===== config.mk =====
export PLATFORM = sky130hd
export DESIGN_NAME = pifo_ctrl_flat
export DESIGN_NICKNAME = d
export VERILOG_FILES = /design/src/rtl/pifo_ctrl_if.sv /design/src/rtl/pifo_ctrl.sv /design/src/flat_wrapper.sv
export SDC_FILE = /design/constraint.sdc
export NUM_CORES = 1
export LEC_CHECK = 0
export BUFFER_PORTS_ARGS = -buffer_cell sky130_fd_sc_hd__buf_2
export CAP_MARGIN = 20
export CORE_ASPECT_RATIO = 0.5
export CORE_MARGIN = 4
export CORE_UTILIZATION = 45
export DETAILED_ROUTE_END_ITERATION = 7
export GPL_TIMING_DRIVEN = 0
export PLACE_DENSITY = 0.75
export SETUP_SLACK_MARGIN = 0.4
export SLEW_MARGIN = 0
export SYNTH_ARGS = -nofsm -noshare
export SYNTH_HDL_FRONTEND = slang
export SYNTH_SLANG_ARGS = --single-unit
export TNS_END_PERCENT = 50

===== constraint.sdc =====
create_clock -name clk -period 4.7 [get_ports clk]
set_input_delay 1.175 -clock clk [delete_from_list [all_inputs] [get_ports clk]]
set_output_delay 1.175 -clock clk [all_outputs]
set_load 0.01 [all_outputs]

===== src/rtl/pifo_ctrl_if.sv =====
// pifo_ctrl_if: groups the enqueue stream, the dequeue stream and the PIFO
// insert/remove port of the PIFO client controller.
//   enq_*  : upstream valid/ready stream (rank + metadata)
//   deq_*  : downstream registered valid/ready stream
//   pifo_* : PIFO insert strobe/data, remove strobe, head outputs, busy/full
// Modports: master = the controller, slave = its environment (source, sink, PIFO).
interface pifo_ctrl_if #(
  parameter int RANK_WIDTH = 10,
  parameter int META_WIDTH = 20
);
  logic                  enq_valid;
  logic                  enq_ready;
  logic [RANK_WIDTH-1:0] enq_rank;
  logic [META_WIDTH-1:0] enq_meta;

  logic                  deq_valid;
  logic                  deq_ready;
  logic [RANK_WIDTH-1:0] deq_rank;
  logic [META_WIDTH-1:0] deq_meta;

  logic                  pifo_insert;
  logic [RANK_WIDTH-1:0] pifo_rank_in;
  logic [META_WIDTH-1:0] pifo_meta_in;
  logic                  pifo_remove;
  logic [RANK_WIDTH-1:0] pifo_rank_out;
  logic [META_WIDTH-1:0] pifo_meta_out;
  logic                  pifo_valid_out;
  logic                  pifo_busy;
  logic                  pifo_full;

  modport master (
    input  enq_valid, enq_rank, enq_meta,
    output enq_ready,
    output deq_valid, deq_rank, deq_meta,
    input  deq_ready,
    output pifo_insert, pifo_rank_in, pifo_meta_in, pifo_remove,
    input  pifo_rank_out, pifo_meta_out, pifo_valid_out, pifo_busy, pifo_full
  );

  modport slave (
    output enq_valid, enq_rank, enq_meta,
    input  enq_ready,
    input  deq_valid, deq_rank, deq_meta,
    output deq_ready,
    input  pifo_insert, pifo_rank_in, pifo_meta_in, pifo_remove,
    output pifo_rank_out, pifo_meta_out, pifo_valid_out, pifo_busy, pifo_full
  );
endinterface


===== src/rtl/pifo_ctrl.sv =====
// pifo_ctrl: client-side controller for the PIFO scheduler.
// Buffers the upstream enqueue stream in a small FIFO, writes entries into the
// PIFO when it is neither busy nor full, issues removes to feed a registered
// dequeue output, tracks PIFO occupancy and implements a flush that discards
// every queued entry (FIFO, output register and PIFO contents).
// Ports:
//   clk, rst    : clock, synchronous active-high reset (the PIFO shares rst)
//   bus         : pifo_ctrl_if master (enq_*, deq_*, pifo_* signals)
//   flush       : level request to discard all entries
//   flush_done  : one-cycle pulse when a flush completes
//   occupancy   : entries currently held in the PIFO
//   flush_drops : saturating count of entries discarded by flushes
module pifo_ctrl #(
  parameter int RANK_WIDTH    = 10,
  parameter int META_WIDTH    = 20,
  parameter int L2_FIFO_DEPTH = 2,
  parameter int CNT_WIDTH     = 16
) (
  input  logic                 clk,
  input  logic                 rst,
  pifo_ctrl_if.master          bus,
  input  logic                 flush,
  output logic                 flush_done,
  output logic [CNT_WIDTH-1:0] occupancy,
  output logic [CNT_WIDTH-1:0] flush_drops
);

  localparam int unsigned DEPTH = 1 << L2_FIFO_DEPTH;

  typedef enum logic [1:0] {INIT, RUN, FLUSH} state_t;
  state_t state;

  logic [RANK_WIDTH-1:0]    fifo_rank [DEPTH];
  logic [META_WIDTH-1:0]    fifo_meta [DEPTH];
  logic [L2_FIFO_DEPTH-1:0] wr_ptr;
  logic [L2_FIFO_DEPTH-1:0] rd_ptr;
  logic [L2_FIFO_DEPTH:0]   fifo_count;
  logic [L2_FIFO_DEPTH:0]   count_next;
  logic                     fifo_full;
  logic                     fifo_empty;

  logic                  deq_valid_q;
  logic [RANK_WIDTH-1:0] deq_rank_q;
  logic [META_WIDTH-1:0] deq_meta_q;

  logic                   push;
  logic                   pop;
  logic                   remove;
  logic                   deq_keep;
  logic [CNT_WIDTH-1:0]   occ_next;
  logic [L2_FIFO_DEPTH+1:0] drop_add;
  logic [CNT_WIDTH:0]     drop_sum;
  logic [CNT_WIDTH-1:0]   drops_next;

  assign fifo_empty = (fifo_count == '0);

  always_comb begin
    push = bus.enq_valid && (state == RUN) && !fifo_full;
    pop  = (state == RUN) && !fifo_empty && !bus.pifo_busy && !bus.pifo_full;

    unique case (state)
      RUN:     remove = bus.pifo_valid_out && (!deq_valid_q || bus.deq_ready);
      FLUSH:   remove = bus.pifo_valid_out;
      default: remove = 1'b0;
    endcase

    count_next = fifo_count;
    if (push && !pop)      count_next = fifo_count + (L2_FIFO_DEPTH+1)'(1);
    else if (pop && !push) count_next = fifo_count - (L2_FIFO_DEPTH+1)'(1);

    // Output entry still held after this edge; it is lost if a flush starts now.
    deq_keep = remove || (deq_valid_q && !bus.deq_ready);

    occ_next = occupancy;
    if (pop && !remove && occupancy != '1)      occ_next = occupancy + CNT_WIDTH'(1);
    else if (remove && !pop && occupancy != '0) occ_next = occupancy - CNT_WIDTH'(1);

    // Flush entry drops the FIFO contents (after this cycle's push/pop) plus
    // any held output entry; inside FLUSH every remove is a drop.
    drop_add = '0;
    if (state == RUN && flush)
      drop_add = {1'b0, count_next} + {{(L2_FIFO_DEPTH+1){1'b0}}, deq_keep};
    else if (state == FLUSH)
      drop_add = {{(L2_FIFO_DEPTH+1){1'b0}}, remove};
    drop_sum   = {1'b0, flush_drops} + (CNT_WIDTH+1)'(drop_add);
    drops_next = drop_sum[CNT_WIDTH] ? '1 : drop_sum[CNT_WIDTH-1:0];
  end

  assign bus.enq_ready    = (state == RUN) && !fifo_full;
  assign bus.pifo_insert  = pop;
  assign bus.pifo_rank_in = pop ? fifo_rank[rd_ptr] : '0;
  assign bus.pifo_meta_in = pop ? fifo_meta[rd_ptr] : '0;
  assign bus.pifo_remove  = remove;
  assign bus.deq_valid    = deq_valid_q;
  assign bus.deq_rank     = deq_rank_q;
  assign bus.deq_meta     = deq_meta_q;

  always_ff @(posedge clk) begin
    if (push) begin
      fifo_rank[wr_ptr] <= bus.enq_rank;
      fifo_meta[wr_ptr] <= bus.enq_meta;
    end
  end

  always_ff @(posedge clk) begin
    if (rst || (state == RUN && flush)) begin
      wr_ptr     <= '0;
      rd_ptr     <= '0;
      fifo_count <= '0;
      fifo_full  <= 1'b0;
    end else begin
      if (push) wr_ptr <= wr_ptr + L2_FIFO_DEPTH'(1);
      if (pop)  rd_ptr <= rd_ptr + L2_FIFO_DEPTH'(1);
      fifo_count <= count_next;
      // Count never exceeds DEPTH, so its MSB alone marks full.
      fifo_full  <= count_next[L2_FIFO_DEPTH];
    end
  end

  always_ff @(posedge clk) begin
    if (rst) begin
      state       <= INIT;
      deq_valid_q <= 1'b0;
      deq_rank_q  <= '0;
      deq_meta_q  <= '0;
      occupancy   <= '0;
      flush_drops <= '0;
      flush_done  <= 1'b0;
    end else begin
      flush_done  <= 1'b0;
      occupancy   <= occ_next;
      flush_drops <= drops_next;
      unique case (state)
        INIT: begin
          if (!bus.pifo_busy) state <= RUN;
        end
        RUN: begin
          if (remove) begin
            deq_valid_q <= 1'b1;
            deq_rank_q  <= bus.pifo_rank_out;
            deq_meta_q  <= bus.pifo_meta_out;
          end else if (bus.deq_ready) begin
            deq_valid_q <= 1'b0;
          end
          if (flush) begin
            deq_valid_q <= 1'b0;
            state       <= FLUSH;
          end
        end
        FLUSH: begin
          if (occupancy == '0 && !bus.pifo_valid_out) begin
            state      <= RUN;
            flush_done <= 1'b1;
          end
        end
        default: state <= INIT;
      endcase
    end
  end

  occ_no_underflow: assert property (@(posedge clk) disable iff (rst)
    !(remove && !pop && occupancy == '0));
  occ_no_overflow: assert property (@(posedge clk) disable iff (rst)
    !(pop && !remove && occupancy == '1));

endmodule


===== src/flat_wrapper.sv =====
// flat-port wrapper written by rule: the top's interface ports become plain ports
module pifo_ctrl_flat 
#(
  parameter int RANK_WIDTH    = 10,
  parameter int META_WIDTH    = 20,
  parameter int L2_FIFO_DEPTH = 2,
  parameter int CNT_WIDTH     = 16
)
  (clk, rst, flush, flush_done, occupancy, flush_drops, bus_enq_valid, bus_enq_rank, bus_enq_meta, bus_enq_ready, bus_deq_valid, bus_deq_rank, bus_deq_meta, bus_deq_ready, bus_pifo_insert, bus_pifo_rank_in, bus_pifo_meta_in, bus_pifo_remove, bus_pifo_rank_out, bus_pifo_meta_out, bus_pifo_valid_out, bus_pifo_busy, bus_pifo_full);
  pifo_ctrl_if #(.RANK_WIDTH(RANK_WIDTH), .META_WIDTH(META_WIDTH)) bus_i ();
  input  logic clk;
  input  logic rst;
  input  logic flush;
  output logic flush_done;
  output logic [CNT_WIDTH-1:0] occupancy;
  output logic [CNT_WIDTH-1:0] flush_drops;
  input wire logic [$bits(bus_i.enq_valid)-1:0] bus_enq_valid;
  input wire logic [$bits(bus_i.enq_rank)-1:0] bus_enq_rank;
  input wire logic [$bits(bus_i.enq_meta)-1:0] bus_enq_meta;
  output wire logic [$bits(bus_i.enq_ready)-1:0] bus_enq_ready;
  output wire logic [$bits(bus_i.deq_valid)-1:0] bus_deq_valid;
  output wire logic [$bits(bus_i.deq_rank)-1:0] bus_deq_rank;
  output wire logic [$bits(bus_i.deq_meta)-1:0] bus_deq_meta;
  input wire logic [$bits(bus_i.deq_ready)-1:0] bus_deq_ready;
  output wire logic [$bits(bus_i.pifo_insert)-1:0] bus_pifo_insert;
  output wire logic [$bits(bus_i.pifo_rank_in)-1:0] bus_pifo_rank_in;
  output wire logic [$bits(bus_i.pifo_meta_in)-1:0] bus_pifo_meta_in;
  output wire logic [$bits(bus_i.pifo_remove)-1:0] bus_pifo_remove;
  input wire logic [$bits(bus_i.pifo_rank_out)-1:0] bus_pifo_rank_out;
  input wire logic [$bits(bus_i.pifo_meta_out)-1:0] bus_pifo_meta_out;
  input wire logic [$bits(bus_i.pifo_valid_out)-1:0] bus_pifo_valid_out;
  input wire logic [$bits(bus_i.pifo_busy)-1:0] bus_pifo_busy;
  input wire logic [$bits(bus_i.pifo_full)-1:0] bus_pifo_full;
  assign bus_i.enq_valid = bus_enq_valid;
  assign bus_i.enq_rank = bus_enq_rank;
  assign bus_i.enq_meta = bus_enq_meta;
  assign bus_enq_ready = bus_i.enq_ready;
  assign bus_deq_valid = bus_i.deq_valid;
  assign bus_deq_rank = bus_i.deq_rank;
  assign bus_deq_meta = bus_i.deq_meta;
  assign bus_i.deq_ready = bus_deq_ready;
  assign bus_pifo_insert = bus_i.pifo_insert;
  assign bus_pifo_rank_in = bus_i.pifo_rank_in;
  assign bus_pifo_meta_in = bus_i.pifo_meta_in;
  assign bus_pifo_remove = bus_i.pifo_remove;
  assign bus_i.pifo_rank_out = bus_pifo_rank_out;
  assign bus_i.pifo_meta_out = bus_pifo_meta_out;
  assign bus_i.pifo_valid_out = bus_pifo_valid_out;
  assign bus_i.pifo_busy = bus_pifo_busy;
  assign bus_i.pifo_full = bus_pifo_full;
  pifo_ctrl #(.RANK_WIDTH(RANK_WIDTH), .META_WIDTH(META_WIDTH), .L2_FIFO_DEPTH(L2_FIFO_DEPTH), .CNT_WIDTH(CNT_WIDTH)) u_core (.clk(clk), .rst(rst), .bus(bus_i), .flush(flush), .flush_done(flush_done), .occupancy(occupancy), .flush_drops(flush_drops));
endmodule

== After elaboration in Yosys (flattened, before gate mapping) ==
Memories as Yosys holds them, arrays and structs flattened. A register that Yosys moved wholly into a read port is not among the register bits.
Index checks and enable logic that the tools add are counted.

* $add $sub $neg: 8
* Multiply operators: 0
* Div/mod/pow operators: 0
* Order comparisons: 0
* Equal/unequal tests: 6
* Shift operators: 0
* Mux-type cells: 24
* Bitwise gates (word level): 1
* Reduce and logical (&&, ||, !) cells: 39

{| class="wikitable"
|+ Operators by type and width
! kind !! number
|-
| 16-bit two-way mux || 3
|-
| 20-bit two-way mux || 1
|-
| 16-bit by 4-bit adder with 17-bit output || 1
|-
| 16-bit by 1-bit adder with 16-bit output, second input constant || 1
|-
| 1-bit logical AND || 16
|-
| 16-bit logical NOT || 1
|-
| 16-bit != test, second input constant || 1
|-
| 16-bit nonzero test || 1
|-
| 16-bit by 1-bit subtractor with 16-bit output, second input constant || 1
|-
| 2-bit two-way mux || 7
|-
| 1-bit logical NOT || 10
|-
| 10-bit two-way mux || 1
|-
| 1-bit two-way mux || 7
|-
| 3-bit two-way mux || 2
|-
| 2-bit != test, second input constant || 3
|-
| 2-bit one-hot mux with 3 select lines || 1
|-
| 2-bit by 1-bit adder with 2-bit output, second input constant || 2
|-
| 3-bit by 1-bit adder with 4-bit output || 1
|-
| 4-bit two-way mux || 1
|-
| 2-bit AND reduction || 2
|-
| 3-bit by 1-bit adder with 3-bit output, second input constant || 1
|-
| 3-bit logical NOT || 1
|-
| 1-bit logical OR || 3
|-
| 3-bit AND reduction || 1
|-
| 9 further kinds || 9
|}

* Register bits after elaboration: 74
* Bits in latches: 0
* Bits in writable memories: 120
* Bits in read-only memories: 0
* Input bits: 68
* Output and inout port bits: 97
* Logic and storage cells: 91
* Memories: 2

{| class="wikitable"
|+ Memories
! memory !! depth !! width !! read ports !! clocked after Yosys merged registers in !! write ports !! RTL line !! source
|-
| u_core.fifo_meta || 4 || 20 || 1 || 1 || 1 || pifo_ctrl.sv:34 || <nowiki>logic [META_WIDTH-1:0] fifo_meta [DEPTH];</nowiki>
|-
| u_core.fifo_rank || 4 || 10 || 1 || 1 || 1 || pifo_ctrl.sv:33 || <nowiki>logic [RANK_WIDTH-1:0] fifo_rank [DEPTH];</nowiki>
|}

== Depth between registers and ports, before layout ==
* Depth in word-level cells: 12
* Mapped depth: 21
* Mapped depth without buffers: 18

== Worst setup path after synthesis ==
OpenSTA, ideal clock, no wires.

* Path kind: input port to flip-flop
* From: in bus_pifo_busy
* To: reg u_core.flush_drops[3]
* Setup time: 0.135 ns
* Arrival: 3.939 ns
* Path slack: 0.626 ns
* Stages: 16
* Buffers on the path: 1
* Cells stage by stage: nor2_1 > nand3_4 > maj3_1 > nand2_1 > o21a_1 > inv_1 > ha_1 > and3_1 > fa_1 > a21o_1 > a21oi_1 > nand2b_4 > nor3_1 > nand4_1 > buf_2 > a21oi_1

* Cells in the longest elaborated chain, start to end: 10
* Elaborated cells between the ends (all ways): 12
* Classes of those cells: add/sub: 2; mux: 4; reduce/logical: 6

{| class="wikitable"
|+ RTL lines
! element !! RTL line !! source
|-
| start, declared || flat_wrapper.sv:32 || <nowiki>input wire logic [$bits(bus_i.pifo_busy)-1:0] bus_pifo_busy;</nowiki>
|-
| 1-bit logical NOT * || pifo_ctrl.sv:59 || <nowiki>pop = (state == RUN) && !fifo_empty && !bus.pifo_busy && !bus.pifo_full;</nowiki>
|-
| 1-bit logical AND * (2 in a row) || pifo_ctrl.sv:59 ||
|-
| 1-bit logical AND / 1-bit logical NOT (equally long branches) || pifo_ctrl.sv:69, pifo_ctrl.sv:68 ||
|-
| 3-bit two-way mux / 1-bit logical AND (equally long branches) || pifo_ctrl.sv:69, pifo_ctrl.sv:68 ||
|-
| 3-bit two-way mux * || pifo_ctrl.sv:68 || <nowiki>if (push && !pop) count_next = fifo_count + (L2_FIFO_DEPTH+1)'(1);</nowiki>
|-
| net u_core.count_next[1] || pifo_ctrl.sv:38 || <nowiki>logic [L2_FIFO_DEPTH:0] count_next;</nowiki>
|-
| 3-bit by 1-bit adder with 4-bit output * || pifo_ctrl.sv:82 || <nowiki>drop_add = {1'b0, count_next} + {{(L2_FIFO_DEPTH+1){1'b0}}, deq_keep};</nowiki>
|-
| 4-bit two-way mux * || pifo_ctrl.sv:81 || <nowiki>if (state == RUN && flush)</nowiki>
|-
| 16-bit by 4-bit adder with 17-bit output * || pifo_ctrl.sv:85 || <nowiki>drop_sum = {1'b0, flush_drops} + (CNT_WIDTH+1)'(drop_add);</nowiki>
|-
| 16-bit two-way mux * || pifo_ctrl.sv:86 || <nowiki>drops_next = drop_sum[CNT_WIDTH] ? '1 : drop_sum[CNT_WIDTH-1:0];</nowiki>
|-
| end signal, assigned || pifo_ctrl.sv:132 || <nowiki>flush_drops <= drops_next;</nowiki>
|-
| end, declared || pifo_ctrl.sv:25 || <nowiki>output logic [CNT_WIDTH-1:0] flush_drops</nowiki>
|}

The timed path passes the listed nets; every way through them passes the cells marked *.
A chain may end at the register's enable or synchronous reset.

== Worst setup path after layout ==
* From: reg u_core.state[1]
* To: reg u_core.flush_drops[4]

* Cells in the longest elaborated chain, start to end: 11
* Elaborated cells between the ends (all ways): 21
* Classes of those cells: add/sub: 2; eq/ne: 2; mux: 6; reduce/logical: 11

{| class="wikitable"
|+ RTL lines
! element !! RTL line !! source
|-
| start, declared || pifo_ctrl.sv:31 || <nowiki>state_t state;</nowiki>
|-
| start signal, assigned || pifo_ctrl.sv:122 || <nowiki>state <= INIT;</nowiki>
|-
| start signal, assigned || pifo_ctrl.sv:135 || <nowiki>if (!bus.pifo_busy) state <= RUN;</nowiki>
|-
| start signal, assigned || pifo_ctrl.sv:147 || <nowiki>state <= FLUSH;</nowiki>
|-
| 2-bit by 1-bit == test with 1-bit output * || pifo_ctrl.sv:58, pifo_ctrl.sv:59 ||
|-
| 1-bit logical AND (on tied branches) (2 in a row) || pifo_ctrl.sv:59, pifo_ctrl.sv:58 ||
|-
| 1-bit logical AND / 1-bit logical NOT (equally long branches) || pifo_ctrl.sv:59, pifo_ctrl.sv:69 ||
|-
| 1-bit logical AND / 1-bit logical NOT (equally long branches) || pifo_ctrl.sv:69, pifo_ctrl.sv:68 ||
|-
| 3-bit two-way mux / 1-bit logical AND (equally long branches) || pifo_ctrl.sv:69, pifo_ctrl.sv:68 ||
|-
| 3-bit two-way mux * || pifo_ctrl.sv:68 ||
|-
| net u_core.count_next[1] || pifo_ctrl.sv:38 ||
|-
| 3-bit by 1-bit adder with 4-bit output * || pifo_ctrl.sv:82 ||
|-
| 4-bit two-way mux * || pifo_ctrl.sv:81 ||
|-
| 16-bit by 4-bit adder with 17-bit output * || pifo_ctrl.sv:85 ||
|-
| 16-bit two-way mux * || pifo_ctrl.sv:86 ||
|}

Marks and branches as above.

==> impl_metrics.env <==
export IMPL_postSynth_topFlopCell="edfxtp_1"
export IMPL_power_share_of_the_clock_group=0.348
export IMPL_power_switching_uw=1200
export IMPL_initial_antenna_violation_count=1
export IMPL_worstSetupStartpoint="u_core.state[1]"
export IMPL_worstReg2RegStart="u_core.state[1]"
export IMPL_detailedPlacementHpwl_um=12900
export IMPL_placed_cells_incl_taps=1092
export IMPL_fin_worst_skew_ns=0.0124
export IMPL_ff2ff_path_depth=20
export IMPL_boundaryPins=165
export IMPL_cts_clk_slew_worst_paths_ns=0.07
export IMPL_worstSkewPairLatency_ns=0.43
export IMPL_die_h_um=106
export IMPL_utilization=0.558
export IMPL_sum_of_negative_setup_slack_ns=0
export IMPL_syn2layout_area_growth_pct=20.7
export IMPL_nNetsFinal=955
export IMPL_gr_total_overflow=0
export IMPL_asyncSetResetFlopFracSynth=0
export IMPL_seq_power_share=0.466
export IMPL_timing_fmax_mhz=251
export IMPL_wire_length_of_the_first_global_routing_pass_um=29900
export IMPL_final_instance_count_excl_fill=1125
export IMPL_num_rows=35
export IMPL_start_util=0.463
export IMPL_io_buffer_count=164
export IMPL_mappedNetlistArea_um2=8570
export IMPL_critPathCaptureType="flop"
export IMPL_die_width_um=203
export IMPL_timing_max_cap_violations=0
export IMPL_routed_wirelength_um=18700
export IMPL_finalHoldViolCount=0
export IMPL_p_leak_uw=0.00400
export IMPL_peak_fanout_along_the_critical_path=10
export IMPL_ctsLongestPathBuffers=2
export IMPL_run_status="completed"
export IMPL_route_detailed_vias_per_inst=5.20
export IMPL_mappedNetlistNets=771
export IMPL_cp_launch_type="flop"
export IMPL_synth_largest_area_cell="edfxtp_1"
export IMPL_r2r_end="u_core.flush_drops[4]"
export IMPL_yosys_cell_count_top_type="edfxtp_1"
export IMPL_cts_tree="yes"
export IMPL_wl_per_cell_um=16.6
export IMPL_synth_edff_count=120
export IMPL_share_of_synthesized_area_occupied_by_flip_flops_and_latches=0.596
export IMPL_grt_start_max_net_pins=31
export IMPL_track_usage=0.175
export IMPL_distinct_cell_type_count_after_synthesis=65
export IMPL_number_of_global_route_vias_before_repair=5818
export IMPL_timing_hold_worst_class="reg2reg"
export IMPL_finalWorstPathRequiredPeriod_ns=3.99
export IMPL_netlist_area_leader_share=0.420
export IMPL_clock_tree_htree_level_count=4
export IMPL_finalSetupViolCount=0
export IMPL_finalWeightedCongestion=0.886
export IMPL_combinationalPowerShare=0.185
export IMPL_synthesis_instances=669
export IMPL_worstPathRequired_ns=4.98
export IMPL_cp_data_arrival_time_ns=4.27
export IMPL_drt_first_pass_iters=7
export IMPL_antenna_cells_inserted=0
export IMPL_cp_endpoint="u_core.flush_drops[4]"
export IMPL_yosys_top_cells_count="edfxtp_1, nand2_1, dfxtp_1"
export IMPL_register_bit_count_reported_by_yosys=195
export IMPL_max_vdd_ir_drop_uv=279
export IMPL_antenna_violating_nets_post_route=0
export IMPL_setup_repair_after_global_routing_missed_its_margin="true"
export IMPL_final_layout_size_suffix_gt1_frac=0.303
export IMPL_netlist_top_cells_area="edfxtp_1, dfxtp_1, mux4_2"
export IMPL_worstSetupPathType="reg2reg"
export IMPL_detail_route_iter0_violations=313
export IMPL_syn_mean_instance_area_um2=12.8
export IMPL_routed_via_count=5849
export IMPL_coreArea_um2=18500
export IMPL_slew_violations=0
export IMPL_switching_share=0.284
export IMPL_dieArea_um2=21500
export IMPL_clock_root_buffer="clkbuf_16"
export IMPL_internal_power_uw=3030
export IMPL_power_density_nw_per_um2=409
export IMPL_ff_to_ff_setup_slack_ns=0.71
export IMPL_tightestPinTransition_ns=0.831
export IMPL_tritoncts_num_buffers=17
export IMPL_post_route_period_util=0.849
export IMPL_clock_sinks=195
export IMPL_drcViolationCount=0
export IMPL_relSlewSlack=0.446
export IMPL_yosys_warnings=0
==> state kept, by name, indices dropped and copies added, names as in the netlist, named ones only <==
register and cells:
u_core.bus.deq_valid 1, u_core.fifo_count 2, u_core.bus.deq_rank 10, u_core.state 2, u_core.fifo_meta 80, u_core.occupancy 16
u_core.flush_done 1, u_core.fifo_full 1, u_core.rd_ptr 2, u_core.bus.deq_meta 20, u_core.wr_ptr 2, u_core.flush_drops 16
u_core.fifo_rank 40
==> placed cells by master (no fill, tap or decap), drive strengths merged, types with 2 or more instances in the layout <==
master / synthesis / layout
inv: 16 / 23
and2: 34 / 34
and3: 9 / 9
clkbuf: 19 / 37
o21ai: 10 / 10
clkinv: 0 / 5
nand3: 16 / 16
edfxtp: 120 / 120
o211ai: 11 / 11
a211o: 3 / 3
xor2: 7 / 7
maj3: 2 / 2
a21boi: 2 / 2
and4b: 2 / 2
o31ai: 2 / 2
clkinvlp: 0 / 2
a311oi: 2 / 2
a21oi: 67 / 67
nor3: 5 / 5
a31oi: 3 / 3
mux4: 30 / 30
nand2b: 3 / 3
nor4b: 5 / 5
buf: 9 / 173
nand2: 94 / 94
nor4: 5 / 5
dfxtp: 75 / 75
fa: 2 / 2
ha: 32 / 32
a21o: 5 / 5
or3: 2 / 2
nor2: 25 / 25
o21bai: 3 / 3
nand4: 8 / 8
nor2b: 4 / 4
xnor2: 20 / 20
a211oi: 5 / 5
==> layer usage <==
metal,track usage,vias to the layer above,part of all wire
li1,-,2832,-
met1,0.224,2896,0.44
met2,0.300,97,0.51
met3,0.0421,22,0.035
met4,0.0471,2,0.013
met5,0,-,0.00037
==> worst max-delay path, stage by stage (launching register included) <==
cell and delay [ns]:
dfxtp_1 0.37, inv_1 0.10, ha_1 0.20, buf_6 0.14, nor2b_4 0.14, and2_1 0.17
buf_6 0.14, maj3_1 0.34, nand2_1 0.07, o21a_1 0.18, inv_1 0.06, ha_1 0.28
and3_1 0.17, fa_1 0.45, a21o_1 0.20, a21oi_2 0.19, nand2b_4 0.17, nor3_2 0.06
nand4_1 0.12, clkbuf_4 0.22, a21oi_1 0.07
==> power by group through the flow <==
stage	clock network, µW	registers, µW	logic, µW
after detailed placement	0	2010	781
after CTS	1510	1970	787
after global routing	1580	1980	872
after global placement	0	2010	769
after floorplan	0	2010	565
final	1470	1970	784
==> cell families (layout without fill, tap and decap cells) <==
logic type | count (synthesis) | count (layout) | synth area share
AND/OR/NAND/NOR | 216 | 216 | 0.129
flip-flops | 195 | 195 | 0.596
AO/OA/AOI/OAI | 120 | 120 | 0.0893
buffers and inverters | 44 | 241 | 0.0242
adder cells (fa/ha/maj) | 36 | 36 | 0.0539
multiplexers | 31 | 31 | 0.0800
XOR/XNOR | 27 | 27 | 0.0276
==> timing repair <==
| action | 4_1_cts | 5_1_grt |
|---|---|---|
| setup buffers | 0 | 1 |
| hold buffers | 0 | 0 |
| gates resized for setup | 0 | 3 |
| endpoints found under the setup margin | 0 | 13 |
==> cell type report <==
class,count,area (µm²)
timing repair buffer,165,828
inverter,16,60.1
multi-input combinational,430,3270
fill,1522,8180
buffer,28,150
clock buffer,17,425
sequential,195,5100
tap,259,324
clock inverter,15,178
==> metrics by stage <==
stage	cell area [µm²]	power [µW]	worst slack [ns]	hold WS, ns
CTS	10300	4270	0.477	0.454
floorplan	8570	2570	0.626	0.481
detailed placement	9720	2790	0.127	0.444
global route	10300	4440	0.368	0.466
global placement	9720	2770	0.163	0.440
finish	10300	4230	0.709	0.453
==> how the worst min path moves through the flow <==
stage,start,end,slack (ns),cells past startpoint
after floorplan,u_core.bus.deq_meta[0],u_core.bus.deq_meta[0],0.48,2
after global routing,u_core.bus.deq_meta[0],u_core.bus.deq_meta[0],0.47,2
after global placement,u_core.bus.deq_rank[3],u_core.bus.deq_rank[3],0.44,2
final,u_core.bus.deq_meta[7],u_core.bus.deq_meta[7],0.45,2
after CTS,u_core.bus.deq_meta[7],u_core.bus.deq_meta[7],0.45,2
after detailed placement,u_core.bus.deq_meta[7],u_core.bus.deq_meta[7],0.44,2
(Power assumes the default switching activity.)
